--- src/rtl/bounce_pkg.sv ---
// Shared definitions for the contact-bounce emulator: FSM encoding, LFSR
// feedback taps and the default LFSR seed.
package bounce_pkg;

    typedef enum logic [1:0] {
        ST_IDLE   = 2'd0,
        ST_ON     = 2'd1,
        ST_OFF    = 2'd2,
        ST_SETTLE = 2'd3
    } bounce_state_e;

    // Galois taps for x^16 + x^14 + x^13 + x^11 + 1, right-shifting form.
    localparam logic [15:0] LFSR_TAPS    = 16'hB400;
    localparam logic [15:0] DEFAULT_SEED = 16'hACE1;

    function automatic logic [15:0] lfsr_step(input logic [15:0] cur);
        logic [15:0] nxt;
        nxt = {1'b0, cur[15:1]};
        if (cur[0]) begin
            nxt = nxt ^ LFSR_TAPS;
        end else begin
            nxt = nxt;
        end
        return nxt;
    endfunction

endpackage

--- src/rtl/bounce_gen_lfsr16.sv ---
// Free-running 16-bit Galois LFSR; reusable pseudo-random source for
// self-test stimulus generators.
module lfsr16
    import bounce_pkg::*;
#(
    parameter logic [15:0] SEED = DEFAULT_SEED
) (
    input  logic        clk,
    input  logic        rst,
    output logic [15:0] state_o
);

    // An all-zero seed would lock the register, so fall back to the default.
    localparam logic [15:0] SEED_SAFE = (SEED == 16'h0000) ? DEFAULT_SEED : SEED;

    logic [15:0] state_q;
    logic [15:0] state_d;

    // Next state: one Galois shift per cycle.
    always_comb begin
        state_d = lfsr_step(state_q);
    end

    // State register with synchronous reset to the seed.
    always_ff @(posedge clk) begin
        if (rst) begin
            state_q <= SEED_SAFE;
        end else begin
            state_q <= state_d;
        end
    end

    assign state_o = state_q;

endmodule

--- src/rtl/bounce_gen.sv ---
// Switch-bounce emulator: on start, alternates noisy between target and its
// complement for n bounce pairs, holds target for a settle period, pulses done.
module bounce_gen
    import bounce_pkg::*;
#(
    parameter bit          RANDOM     = 1'b0,
    parameter int unsigned DWELL_FIX  = 3,
    parameter int unsigned DWELL_BITS = 4,
    parameter int unsigned SETTLE     = 16,
    parameter int unsigned NB_W       = 3,
    parameter logic [15:0] SEED       = DEFAULT_SEED
) (
    input  logic            clk,
    input  logic            rst,
    input  logic            start,
    input  logic            target,
    input  logic [NB_W-1:0] bounces,
    output logic            noisy,
    output logic            busy,
    output logic            done
);

    localparam int FIX_W = $clog2(DWELL_FIX + 1);
    localparam int DW_W  = ((DWELL_BITS + 1) > FIX_W) ? (DWELL_BITS + 1) : FIX_W;
    localparam int ST_W  = ($clog2(SETTLE + 1) < 1) ? 1 : $clog2(SETTLE + 1);

    localparam logic [DW_W-1:0] DW_ONE      = DW_W'(1);
    localparam logic [DW_W-1:0] DW_ZERO     = {DW_W{1'b0}};
    localparam logic [DW_W-1:0] DW_FIXED    = DW_W'(DWELL_FIX);
    localparam logic [ST_W-1:0] ST_ONE      = ST_W'(1);
    localparam logic [ST_W-1:0] ST_ZERO     = {ST_W{1'b0}};
    localparam logic [ST_W-1:0] SETTLE_LOAD = ST_W'(SETTLE);
    localparam logic [NB_W-1:0] NB_ONE      = NB_W'(1);
    localparam logic [NB_W-1:0] NB_ZERO     = {NB_W{1'b0}};

    bounce_state_e   state_q,  state_d;
    logic            noisy_q,  noisy_d;
    logic            busy_q,   busy_d;
    logic            done_q,   done_d;
    logic            tgt_q,    tgt_d;
    logic [NB_W-1:0] n_q,      n_d;
    logic [DW_W-1:0] dwell_q,  dwell_d;
    logic [ST_W-1:0] settle_q, settle_d;

    logic [15:0]     lfsr_s;
    logic            lfsr_unused_s;
    logic [DW_W-1:0] dwell_load_s;

    lfsr16 #(
        .SEED (SEED)
    ) u_lfsr (
        .clk     (clk),
        .rst     (rst),
        .state_o (lfsr_s)
    );

    assign lfsr_unused_s = ^lfsr_s;

    // Dwell length sampled at the start of every ON/OFF phase.
    always_comb begin
        if (RANDOM) begin
            dwell_load_s = {{(DW_W - DWELL_BITS){1'b0}}, lfsr_s[DWELL_BITS-1:0]} + DW_ONE;
        end else begin
            dwell_load_s = DW_FIXED;
        end
    end

    // Next-state and next-output logic for the bounce sequencer.
    always_comb begin
        state_d  = state_q;
        noisy_d  = noisy_q;
        busy_d   = busy_q;
        done_d   = 1'b0;
        tgt_d    = tgt_q;
        n_d      = n_q;
        dwell_d  = dwell_q;
        settle_d = settle_q;

        case (state_q)
            ST_IDLE: begin
                if (start) begin
                    tgt_d   = target;
                    n_d     = bounces;
                    noisy_d = target;
                    busy_d  = 1'b1;
                    if (bounces != NB_ZERO) begin
                        state_d = ST_ON;
                        dwell_d = dwell_load_s;
                    end else begin
                        state_d  = ST_SETTLE;
                        settle_d = SETTLE_LOAD;
                    end
                end else begin
                    busy_d = 1'b0;
                end
            end

            ST_ON: begin
                if (dwell_q == DW_ONE) begin
                    state_d = ST_OFF;
                    noisy_d = ~tgt_q;
                    dwell_d = dwell_load_s;
                end else begin
                    dwell_d = dwell_q - DW_ONE;
                end
            end

            ST_OFF: begin
                if (dwell_q == DW_ONE) begin
                    n_d     = n_q - NB_ONE;
                    noisy_d = tgt_q;
                    // The last OFF phase hands straight over to the settle hold.
                    if (n_q == NB_ONE) begin
                        state_d  = ST_SETTLE;
                        dwell_d  = DW_ZERO;
                        settle_d = SETTLE_LOAD;
                    end else begin
                        state_d = ST_ON;
                        dwell_d = dwell_load_s;
                    end
                end else begin
                    dwell_d = dwell_q - DW_ONE;
                end
            end

            ST_SETTLE: begin
                if (settle_q == ST_ONE) begin
                    state_d  = ST_IDLE;
                    busy_d   = 1'b0;
                    done_d   = 1'b1;
                    settle_d = ST_ZERO;
                end else begin
                    settle_d = settle_q - ST_ONE;
                end
            end

            default: begin
                state_d  = ST_IDLE;
                busy_d   = 1'b0;
                n_d      = NB_ZERO;
                dwell_d  = DW_ZERO;
                settle_d = ST_ZERO;
            end
        endcase
    end

    // Sequencer registers, including the registered outputs.
    always_ff @(posedge clk) begin
        if (rst) begin
            state_q  <= ST_IDLE;
            noisy_q  <= 1'b0;
            busy_q   <= 1'b0;
            done_q   <= 1'b0;
            tgt_q    <= 1'b0;
            n_q      <= NB_ZERO;
            dwell_q  <= DW_ZERO;
            settle_q <= ST_ZERO;
        end else begin
            state_q  <= state_d;
            noisy_q  <= noisy_d;
            busy_q   <= busy_d;
            done_q   <= done_d;
            tgt_q    <= tgt_d;
            n_q      <= n_d;
            dwell_q  <= dwell_d;
            settle_q <= settle_d;
        end
    end

    assign noisy = noisy_q;
    assign busy  = busy_q;
    assign done  = done_q;

endmodule

--- config.mk ---
export PLATFORM = sky130hd
export DESIGN_NAME = bounce_gen
export DESIGN_NICKNAME = d
export VERILOG_FILES = /design/src/rtl/bounce_pkg.sv /design/src/rtl/bounce_gen_lfsr16.sv /design/src/rtl/bounce_gen.sv
export SDC_FILE = /design/constraint.sdc
export NUM_CORES = 1
export LEC_CHECK = 0
export BUFFER_PORTS_ARGS = -buffer_cell sky130_fd_sc_hd__buf_2
export CELL_PAD_IN_SITES_DETAIL_PLACEMENT = 1
export CELL_PAD_IN_SITES_GLOBAL_PLACEMENT = 1
export CORE_ASPECT_RATIO = 1.2
export CORE_UTILIZATION = 43
export CTS_CLUSTER_DIAMETER = 40
export DETAILED_ROUTE_END_ITERATION = 12
export GPL_TIMING_DRIVEN = 0
export HOLD_SLACK_MARGIN = 0.08
export PLACE_DENSITY_LB_ADDON = 0.1
export SETUP_SLACK_MARGIN = 0.5
export SLEW_MARGIN = 40
export SYNTH_ARGS = -nofsm -noshare
export SYNTH_HDL_FRONTEND = slang
export SYNTH_HIERARCHICAL = 1
export SYNTH_SLANG_ARGS = --single-unit
--- constraint.sdc ---
create_clock -name clk -period 2.55 [get_ports clk]
set_input_delay 0.3825 -clock clk [delete_from_list [all_inputs] [get_ports clk]]
set_output_delay 0.3825 -clock clk [all_outputs]
set_load 0.02 [all_outputs]
==> impl_results.md <==
* CP Data Arrival Time at 2.34 ns
* Synth cell types at 37
* RSZ-0062 raised after global routing: yes
* GRT overflow at 0
* HPWL after detailed placement at between 2000 and 2500 um
* Setup CP Type: reg -> reg
* MaxCap Viol Count at 0
* Mapped cell area at 0.00117 mm^2
* TritonRoute pass-1 iters at 3
* Switch share at 43.9%
* Final Wtd Congestion at 0.783
* Number of H-tree levels at 1
* Relative slew slack at 65.2%
* Post-synthesis adder-cell area fraction at 11.8%
* Crit. End Element: register
* Post-synthesis compound-gate area fraction at 23.4%
* Final core utilization at 57.4%
* Via/cell ratio at 5.61
* Main combinational cell family by area after synthesis: compound AO/OA/AOI/OAI gates
* Worst Setup EP: settle_q[2]$_SDFFE_PP0P_
* Syn nets at 159
* R2R cell count at 8
* Final #Nets at about 190
* Max IR drop VDD at 0.000683 V
* Commonest non-fill, non-tap cell in the layout: nor2_1
* Routed vias at 1117
* DRC violations left at 0
* Clk pwr share at 8.5%
* Combinational Power Share at 65.5%
* Seq/Total Area, Yosys at 32.6%
* CTS buffer count at 3
* Initial core utilization at a little under half
* Warnings from Yosys at 6
* Clock sinks at 19
* Rows at 20
* Slowest Stage Delay on Critical Path at 0.45 ns
* Largest net degree at the start of global routing at 11
* Slowest CP cell: or4b_4
* Routed wire per std cell at between 15 and 20 um
* Hold Path Depth at 3
* Hold buffers post-CTS at 0
* Clock buffer depth at 2
* Required time of the critical path at about 2.8 ns
* Final Hold Violating Endpoints at 0
* R2R Path End: settle_q[2]$_SDFFE_PP0P_
* Commonest non-fill, non-tap cells in the layout: 17 x nor2_1, 16 x dfxtp_1, 13 x buf_4
* R2R Setup Slk at around 0.44 ns
* Syn_area_per_cell at 8.27 um^2
* Simple-Gate Fraction of Synth Area at 22.0%
* Critical Path, Cell by Cell: inv_2, ha_4, or4b_4, buf_6, o31a_1, buf_6, or4_4, a21oi_2
* Routed wire length at 3080 um
* Clk slew on worst S/H paths at between 0.1 and 0.15 ns
* Flop and latch count out of synthesis at 19
* P_leak at 0.597 nW
* Max Transition Viols Final at 0
* Status: complete, no violations
* Hold Crit Class: in -> reg
* Final setup violation count at 0
* IO Pins at 10
* Dominant synthesized flop cell: dfxtp_1
* Post-Synth XOR/XNOR Area at 2.25%
* Slew @ Worst Pin at 0.521 ns
* Mux contribution to synthesized area at 1.72%
* Chip Width at 49.5 um
* Type of origin of the critical path: register
* Internal at 0.00103 W
* Die Y at 59.0 um
* Vias in the first global route at 1098
* Initial antenna violation count at 0
* CP most frequent cell: buf_6
* CP max FO at 5
* # port buffers at 8
* Fin Setup TNS at 0 ns
* Final Cycle Share at 82.7%
* Filler cells at 325
* Pwr Density at roughly 1300 mW/mm^2
* Async set-reset flop share out of synthesis at 0%
* Total Routing Usage GR at between 20% and 30%
* Sequential power share at 25.9%
* EDFF count, synth at 0
* Post-route ant nets at 0
* Worst Skew at 0.00541 ns
* First-pass GRT wire length at 5030 um
* Total core area at 0.00255 mm^2
* CTS tree: built
* Diodes inserted at 0
* Sw Pwr at roughly 0.0008 W
* Share of cells above drive strength 1 at 25.9%
* Area growth, synth to finish at 25.6%
* Clk_lat worst skew at 0.29 ns
* Mapped Cells at 141
* Worst r2r src: dwell_q[1]$_SDFFE_PP0P_
* Fmax at 474 MHz
* 1st-iter DRT viols at 20
* CP Launch Point: dwell_q[1]$_SDFFE_PP0P_
* Clock root cell: clkbuf_4
* Die area at between 0.002 and 0.003 mm^2
* Period minus WS final at about 2.1 ns
stage by stage:
step                      hold slack [ns]  total power (W)  setup slack [ns]  instances  area, um^2
after global placement              0.458          0.00131             0.255        182        1250
after floorplan                     0.450          0.00114             0.460        141        1170
final                               0.357          0.00184             0.442        199        1470
after detailed placement            0.465          0.00137             0.155        182        1250
after CTS                           0.347          0.00172             0.393        195        1390
after global routing                0.353          0.00199             0.401        199        1470
critical path: cells and delay by family, from the launching register on:
kind	cells	cell delay [ns]
AND/OR/NAND/NOR	2	0.86
AO/OA/AOI/OAI	2	0.40
buffers and inverters	3	0.35
flip-flops	1	0.34
adder cells (fa/ha/maj)	1	0.11
Yosys cell counts (3+ instances only):
cell type / instances / area, um^2
nand2_1: 10 / 37.5
or4_1: 4 / 30.0
dfxtp_1: 19 / 380
nor2_1: 17 / 63.8
nand3_1: 3 / 15.0
a21oi_1: 11 / 55.1
ha_1: 11 / 138
nand2b_1: 4 / 25.0
o21ai_0: 5 / 25.0
nor2b_1: 4 / 25.0
xor2_1: 3 / 26.3
a211oi_1: 4 / 30.0
clkbuf_1: 3 / 11.3
inv_1: 11 / 41.3
layout make-up:
class                   instances  area [um^2]  area share [%]
well taps                      33         41.3            2.82
repair buffers                 21          138            9.39
plain buffers                   6         41.3            2.82
inverters                      11         41.3            2.82
flip-flops and latches         19          387            26.4
clock buffers                   4         26.3            1.79
multi-input cells             105          791            54.0
per-layer routing:
layer,vias up,track usage (%),wire length [um]
met1,554,27.0,1370
li1,553,-,-
met4,0,5.71,20
met5,-,0,0
met3,2,2.56,41
met2,8,41.7,1650
power groups by stage:
stage | Clock (W) | Sequential, W | Combinational (W)
6_report | 0.000157 | 0.000478 | 0.00121
5_1_grt | 0.000171 | 0.000491 | 0.00133
4_1_cts | 0.000162 | 0.000480 | 0.00108
3_5_place_dp | 0 | 0.000483 | 0.000887
3_3_place_gp | 0 | 0.000474 | 0.000840
2_1_floorplan | 0 | 0.000472 | 0.000673
cells by family (layout without fill, tap and decap cells):
| logic type | count (synthesis) | in the layout |
|---|---|---|
| AO/OA/AOI/OAI | 39 | 39 |
| XOR/XNOR | 3 | 3 |
| adder cells (fa/ha/maj) | 11 | 11 |
| buffers and inverters | 17 | 42 |
| flip-flops | 19 | 19 |
| multiplexers | 2 | 2 |
| AND/OR/NAND/NOR | 50 | 50 |
how the worst min path moves through the flow:
| stage | endpoint | slack (ns) | startpoint |
|---|---|---|---|
| 3_5_place_dp | tgt_q$_SDFFE_PP0P_ | 0.47 | tgt_q$_SDFFE_PP0P_ |
| 3_3_place_gp | tgt_q$_SDFFE_PP0P_ | 0.46 | tgt_q$_SDFFE_PP0P_ |
| 4_1_cts | tgt_q$_SDFFE_PP0P_ | 0.35 | target |
| 2_1_floorplan | tgt_q$_SDFFE_PP0P_ | 0.45 | tgt_q$_SDFFE_PP0P_ |
| 6_report | tgt_q$_SDFFE_PP0P_ | 0.36 | target |
| 5_1_grt | tgt_q$_SDFFE_PP0P_ | 0.35 | target |
registers in the layout (all words and copies together) (netlist names):
| name | flops |
|---|---|
| noisy | 1 |
| settle_q | 5 |
| busy | 1 |
| done | 1 |
| n_q | 3 |
| tgt_q | 1 |
| state_q | 2 |
| dwell_q | 5 |
timing repair:
| action | CTS | global route |
|---|---|---|
| buffers inserted | 9 | 4 |
| pin swaps | 8 | 4 |
| resized for setup | 12 | 11 |
| endpoints found under the setup margin | 11 | 12 |
(Power assumes the default switching activity.)
